$ cat config.mk
export PLATFORM = sky130hd
export DESIGN_NAME = bin_to_bcd_seq
export DESIGN_NICKNAME = d
export VERILOG_FILES = /design/src/rtl/bin_to_bcd_seq.sv
export SDC_FILE = /design/constraint.sdc
export NUM_CORES = 1
export LEC_CHECK = 0
export CORE_ASPECT_RATIO = 2
export CORE_MARGIN = 2
export CORE_UTILIZATION = 61
export CTS_BUF_LIST = sky130_fd_sc_hd__clkbuf_8
export CTS_CLUSTER_DIAMETER = 60
export DETAILED_ROUTE_END_ITERATION = 10
export GPL_ROUTABILITY_DRIVEN = 0
export PLACE_DENSITY = 0.85
export SYNTH_ARGS = -nofsm -noshare
export SYNTH_HDL_FRONTEND = slang
export SYNTH_SLANG_ARGS = --single-unit
$ cat constraint.sdc
create_clock -name Clock -period 2.4 [get_ports Clock]
set_clock_uncertainty 0.1 [all_clocks]
set_input_delay 0.48 -clock Clock [delete_from_list [all_inputs] [get_ports Clock]]
set_output_delay 0.48 -clock Clock [all_outputs]
set_load 0.01 [all_outputs]
$ cat src/rtl/bin_to_bcd_seq.sv
// Sequential binary-to-BCD converter (double-dabble, one bit per clock) with a
// start/busy/done handshake; results are published atomically at the end of a conversion.
module bin_to_bcd_seq #(
  parameter int WIDTH  = 10,
  parameter int DIGITS = 4
) (
  input  logic                  Clock,
  input  logic                  ResetN,
  input  logic                  Start,
  input  logic [WIDTH-1:0]      BinaryIn,
  output logic                  Busy,
  output logic                  Done,
  output logic [4*DIGITS-1:0]   BCDOut,
  output logic                  Overflow
);

  localparam int CW = $clog2(WIDTH + 1);
  localparam int BW = 4 * DIGITS;

  localparam logic [1:0] IDLE  = 2'd0;
  localparam logic [1:0] SHIFT = 2'd1;
  localparam logic [1:0] DONE  = 2'd2;

  localparam logic [CW-1:0] CNT_LOAD = CW'(WIDTH);
  localparam logic [CW-1:0] CNT_ONE  = CW'(1);

  logic [1:0]       state_q, state_d;
  logic [WIDTH-1:0] shift_q, shift_d;
  logic [BW-1:0]    scratch_q, scratch_d;
  logic             sticky_q, sticky_d;
  logic [CW-1:0]    cnt_q, cnt_d;
  logic [BW-1:0]    bcd_q, bcd_d;
  logic             ovf_q, ovf_d;
  logic             busy_q, busy_d;
  logic             done_q, done_d;

  logic [BW-1:0]    adj_s;
  logic [BW-1:0]    step_scratch_s;
  logic             step_carry_s;

  function automatic logic [3:0] dabble_adj(input logic [3:0] digit);
    return (digit >= 4'd5) ? (digit + 4'd3) : digit;
  endfunction

  // One double-dabble step: per-digit add-3 on pre-shift values, then shift in shiftreg MSB.
  always_comb begin
    adj_s = scratch_q;
    for (int k = 0; k < DIGITS; k++) begin
      adj_s[4*k +: 4] = dabble_adj(scratch_q[4*k +: 4]);
    end
    {step_carry_s, step_scratch_s} = {adj_s, shift_q[WIDTH-1]};
  end

  // Next-state and datapath control.
  always_comb begin
    state_d   = state_q;
    shift_d   = shift_q;
    scratch_d = scratch_q;
    sticky_d  = sticky_q;
    cnt_d     = cnt_q;
    bcd_d     = bcd_q;
    ovf_d     = ovf_q;
    case (state_q)
      IDLE: begin
        if (Start) begin
          state_d   = SHIFT;
          shift_d   = BinaryIn;
          scratch_d = '0;
          sticky_d  = 1'b0;
          cnt_d     = CNT_LOAD;
        end else begin
          state_d   = IDLE;
        end
      end
      SHIFT: begin
        shift_d   = {shift_q[WIDTH-2:0], 1'b0};
        scratch_d = step_scratch_s;
        sticky_d  = sticky_q | step_carry_s;
        cnt_d     = cnt_q - CNT_ONE;
        // The last step's carry must reach Overflow in the same edge as the final digits.
        if (cnt_q == CNT_ONE) begin
          state_d = DONE;
          bcd_d   = step_scratch_s;
          ovf_d   = sticky_q | step_carry_s;
        end else begin
          state_d = SHIFT;
        end
      end
      DONE: begin
        if (Start) begin
          state_d   = SHIFT;
          shift_d   = BinaryIn;
          scratch_d = '0;
          sticky_d  = 1'b0;
          cnt_d     = CNT_LOAD;
        end else begin
          state_d   = IDLE;
        end
      end
      default: begin
        state_d = IDLE;
      end
    endcase
    busy_d = (state_d == SHIFT);
    done_d = (state_d == DONE);
  end

  // State, datapath and output registers.
  always_ff @(posedge Clock or negedge ResetN) begin
    if (!ResetN) begin
      state_q   <= IDLE;
      shift_q   <= '0;
      scratch_q <= '0;
      sticky_q  <= 1'b0;
      cnt_q     <= '0;
      bcd_q     <= '0;
      ovf_q     <= 1'b0;
      busy_q    <= 1'b0;
      done_q    <= 1'b0;
    end else begin
      state_q   <= state_d;
      shift_q   <= shift_d;
      scratch_q <= scratch_d;
      sticky_q  <= sticky_d;
      cnt_q     <= cnt_d;
      bcd_q     <= bcd_d;
      ovf_q     <= ovf_d;
      busy_q    <= busy_d;
      done_q    <= done_d;
    end
  end

  assign Busy     = busy_q;
  assign Done     = done_q;
  assign BCDOut   = bcd_q;
  assign Overflow = ovf_q;

endmodule

==> metrics.md <==
| Metric | Value |
|---|---|
| Number of antenna cells inserted | `0` |
| Highest cell delay on the worst timing path | `490 ps` |
| Initial antenna violation count | `0` |
| RSZ-0062 raised after global routing | `false` |
| Fraction of power spent switching nets | `39.3%` |
| Grt ovf | `0` |
| Worst min-delay path class | `input pin to asynchronous set/reset pin` |
| Synth Area per Inst | `10.6 um^2` |
| Largest net degree at the start of global routing | `53` |
| Wire length per cell after detailed routing | `~15 um` |
| Part of the power in the clock network | `13.2%` |
| Number of max-cap violations | `0` |
| Clock tree root driver cell | `sky130_fd_sc_hd__clkbuf_8` |
| Crit Path Class | `flip-flop to flip-flop` |
| Number of optimization iterations in the first detailed-route pass | `4` |
| Number of H-tree branching levels | `2` |
| Max-slew violation count | `0` |
| Count of unresolved DRC violations after routing | `0` |
| Gate count after technology mapping | `between 200 and 250` |
| TritonCTS clock tree | `done` |
| Type of element capturing the critical path | `flip-flop` |
| Portion of the post-synthesis area used by sequential elements | `53.6%` |
| TritonCTS buffer count | `5` |
| Area share of the largest cell type after synthesis | `53.6%` |
| Cell types occupying the most area after synthesis | `sky130_fd_sc_hd__dfrtp_1 (54%), sky130_fd_sc_hd__o21ai_1 (6.0%), sky130_fd_sc_hd__nand2_1 (5.4%)` |
| Global-route wire length before repair | `roughly 8000 um` |
| Site Rows | `32` |
| Peak supply drop | `about 1 mV` |
| Pre-CTS setup slack | `around 380 ps` |
| Number of synthesized register bits | `52` |
| Vias after detailed routing | `1,777` |
| Final Instance Area | `2890 um^2` |
| Cell area after synthesis | `2430 um^2` |
| Flop2flop setup slack | `440 ps` |
| Cell area reported after detailed placement | `2800 um^2` |
| Clock network latency to the later pin of the worst-skew pair | `about 300 ps` |
| Number of buffers on the longest clock path | `2` |
| Final setup TNS | `0 ps` |
| Startpoint of the most critical setup path | `state_q[1]` |
| Ports placed on the boundary | `32` |
| Share of layout cells above drive strength 1 | `10.2%` |
| Slowest-stage cell, CP | `sky130_fd_sc_hd__nor2b_1` |
| Post-Syn Nets | `about 250` |
| HPWL after DPL | `3350 um` |
| Fmax | `511 MHz` |
| Die H | `93.2 um` |
| Final worst path period share | `81.5%` |
| Ratio of routed vias to standard cells | `5.62` |
| End of the critical path | `BCDOut[2]` |
| CP required | `2500 ps` |
| Most frequent standard cell in the layout excluding fill and tap cells | `sky130_fd_sc_hd__dfrtp_1` |
| Crit path launch type | `flip-flop` |
| Starting density of the core | `63.2%` |
| Core footprint | `3840 um^2` |
| Count of endpoints failing setup in the final report | `0` |
| Layout Nets | `287` |
| Via count of the first global-routing pass | `1,758` |
| Net switching power figure | `1.56 mW` |
| Synthesis-to-finish area growth | `19.2%` |
| Static leakage power | `1.31 nW` |
| Crit-path max FO | `18` |
| Count of unique library cells instantiated by Yosys | `33` |
| CP Cell Sequence | `nor2b_1 > nand2_4 > clkinv_2 > mux2_2` |
| Final antenna-violating net count | `0` |
| Die Wd | `48.6 um` |
| Comb pwr share | `47.4%` |
| Post-CTS Setup Bufs | `0` |
| Die area | `4530 um^2` |
| Post-CTS Resized | `0` |
| Relative slew slack | `56.8%` |
| FF-to-FF Start | `state_q[1]` |
| Final hold violations | `0` |
| Top library cells by usage in the layout, fill and taps aside | `sky130_fd_sc_hd__dfrtp_1 (52), sky130_fd_sc_hd__nand2_1 (35), sky130_fd_sc_hd__clkdlybuf4s50_1 (30), sky130_fd_sc_hd__o21ai_1 (29), sky130_fd_sc_hd__mux2i_1 (13)` |
| Number of cells on the worst reg-to-reg path | `4` |
| Iteration-0 DRC Markers | `36` |
| Outcome | `finished clean` |
| Arrival time of data at the critical path endpoint | `2050 ps` |
| Sink Count | `52` |
| Global router's overall resource usage | `22.3%` |
| Power density of the placed cells | `1370 nW/um^2` |
| Int Power | `2.41 mW` |
| Part of the total power dissipated in sequential elements | `39.5%` |
| Post-route minimum period | `1960 ps` |
| Synth warnings | `0` |
| RR Endpoint | `BCDOut[2]` |
| Fin worst setup slack | `444 ps` |
| Clock transition at the registers of the reported paths | `approximately 100 ps` |
| Number of hold buffers added after cts | `0` |
| Final design utilization | `75.3%` |
| Total wirelength of the detailed-routed design | `4580 um` |
| Post-synth top area cell | `sky130_fd_sc_hd__dfrtp_1` |
| Number of buffer cells added on primary ports | `31` |
| Slew at the pin closest to its max-slew limit | `~650 ps` |
final cells by class:
cell class / count / area (um^2)
Tap cell: 51 / 63.8
Timing Repair Buffer: 36 / 355
Inverter: 12 / 46.3
Clock inverter: 2 / 15.0
Sequential cell: 52 / 1300
Clock buffer: 6 / 82.6
Multi-Input combinational cell: 157 / 1030
Fill cell: 295 / 950
worst min path at each step:
stage / start / to / slack (ps) / cells past startpoint
2_1_floorplan: ResetN / BCDOut[0] / 80 / 0
3_3_place_gp: BCDOut[0] / BCDOut[0] / 360 / 2
3_5_place_dp: BCDOut[5] / BCDOut[5] / 370 / 2
4_1_cts: ResetN / BCDOut[3] / 200 / 2
5_1_grt: ResetN / scratch_q[3] / 230 / 2
6_report: ResetN / scratch_q[3] / 170 / 2
per-stage QoR:
step	std cells	hold WS (ps)	power, mW
after floorplan	230	84.4	2.80
after CTS	316	202	4.00
after global placement	308	360	3.39
after global routing	316	232	4.29
after detailed placement	308	374	3.47
final	316	172	3.98
per-layer routing:
layer  share of wire (%)  GRT usage (%)  vias up  routed length, um
met1                  40           27.4      868               1840
met5                   0              0        -                  0
met4                 2.4           9.52        0                111
li1                    -              -      856                  -
met3                 2.7           2.88       10                122
met2                  55           38.9       43               2510
kinds of logic (layout without fill, tap and decap cells):
family | after synthesis | after routing | synth area share, %
buffers and inverters | 21 | 56 | 4.02
muxes | 17 | 17 | 7.21
and+or+nand+nor | 65 | 65 | 13.9
xor gates and xnor gates | 6 | 6 | 2.16
DFF | 52 | 52 | 53.6
adders and majority gates | 10 | 10 | 5.15
AOI/OAI and AO/OA | 59 | 59 | 14.0
power groups by stage:
stage                     sequential [mW]  clock, mW  combinational (mW)
final                                1.57      0.524                1.88
after global routing                 1.62      0.576                2.09
after CTS                            1.57      0.529                1.90
after detailed placement             1.58          0                1.89
after global placement               1.57          0                1.82
after floorplan                      1.58          0                1.22
cells in the mapped netlist (all sizes together):
| library cell | instances |
|---|---|
| a21oi | 8 |
| a22o | 6 |
| a2bb2oi | 1 |
| a31oi | 4 |
| buf | 7 |
| clkbuf | 2 |
| clkinv | 1 |
| dfrtp | 52 |
| ha | 10 |
| inv | 11 |
| mux2 | 4 |
| mux2i | 13 |
| nand2 | 36 |
| nand2b | 6 |
| nor2 | 7 |
| nor2b | 2 |
| nor3 | 4 |
| nor3b | 5 |
| nor4 | 1 |
| o211ai | 1 |
| o21ai | 39 |
| or3b | 4 |
| xnor2 | 5 |
| xor2 | 1 |
state kept, by name (all words and copies together) (netlist names):
register and cells:
cnt_q 4, state_q 2, BCDOut 16, Overflow 1
scratch_q 16, Busy 1, Done 1, sticky_q 1
shift_q 10
critical path, delay by kind of cell, from the launching register on:
family / cells / cell delay, ps
buffers and inverters: 1 / 260
flip-flops: 1 / 390
multiplexers: 1 / 360
AND/OR/NAND/NOR: 2 / 750
Note: power is estimated with default switching activity, not from simulation.
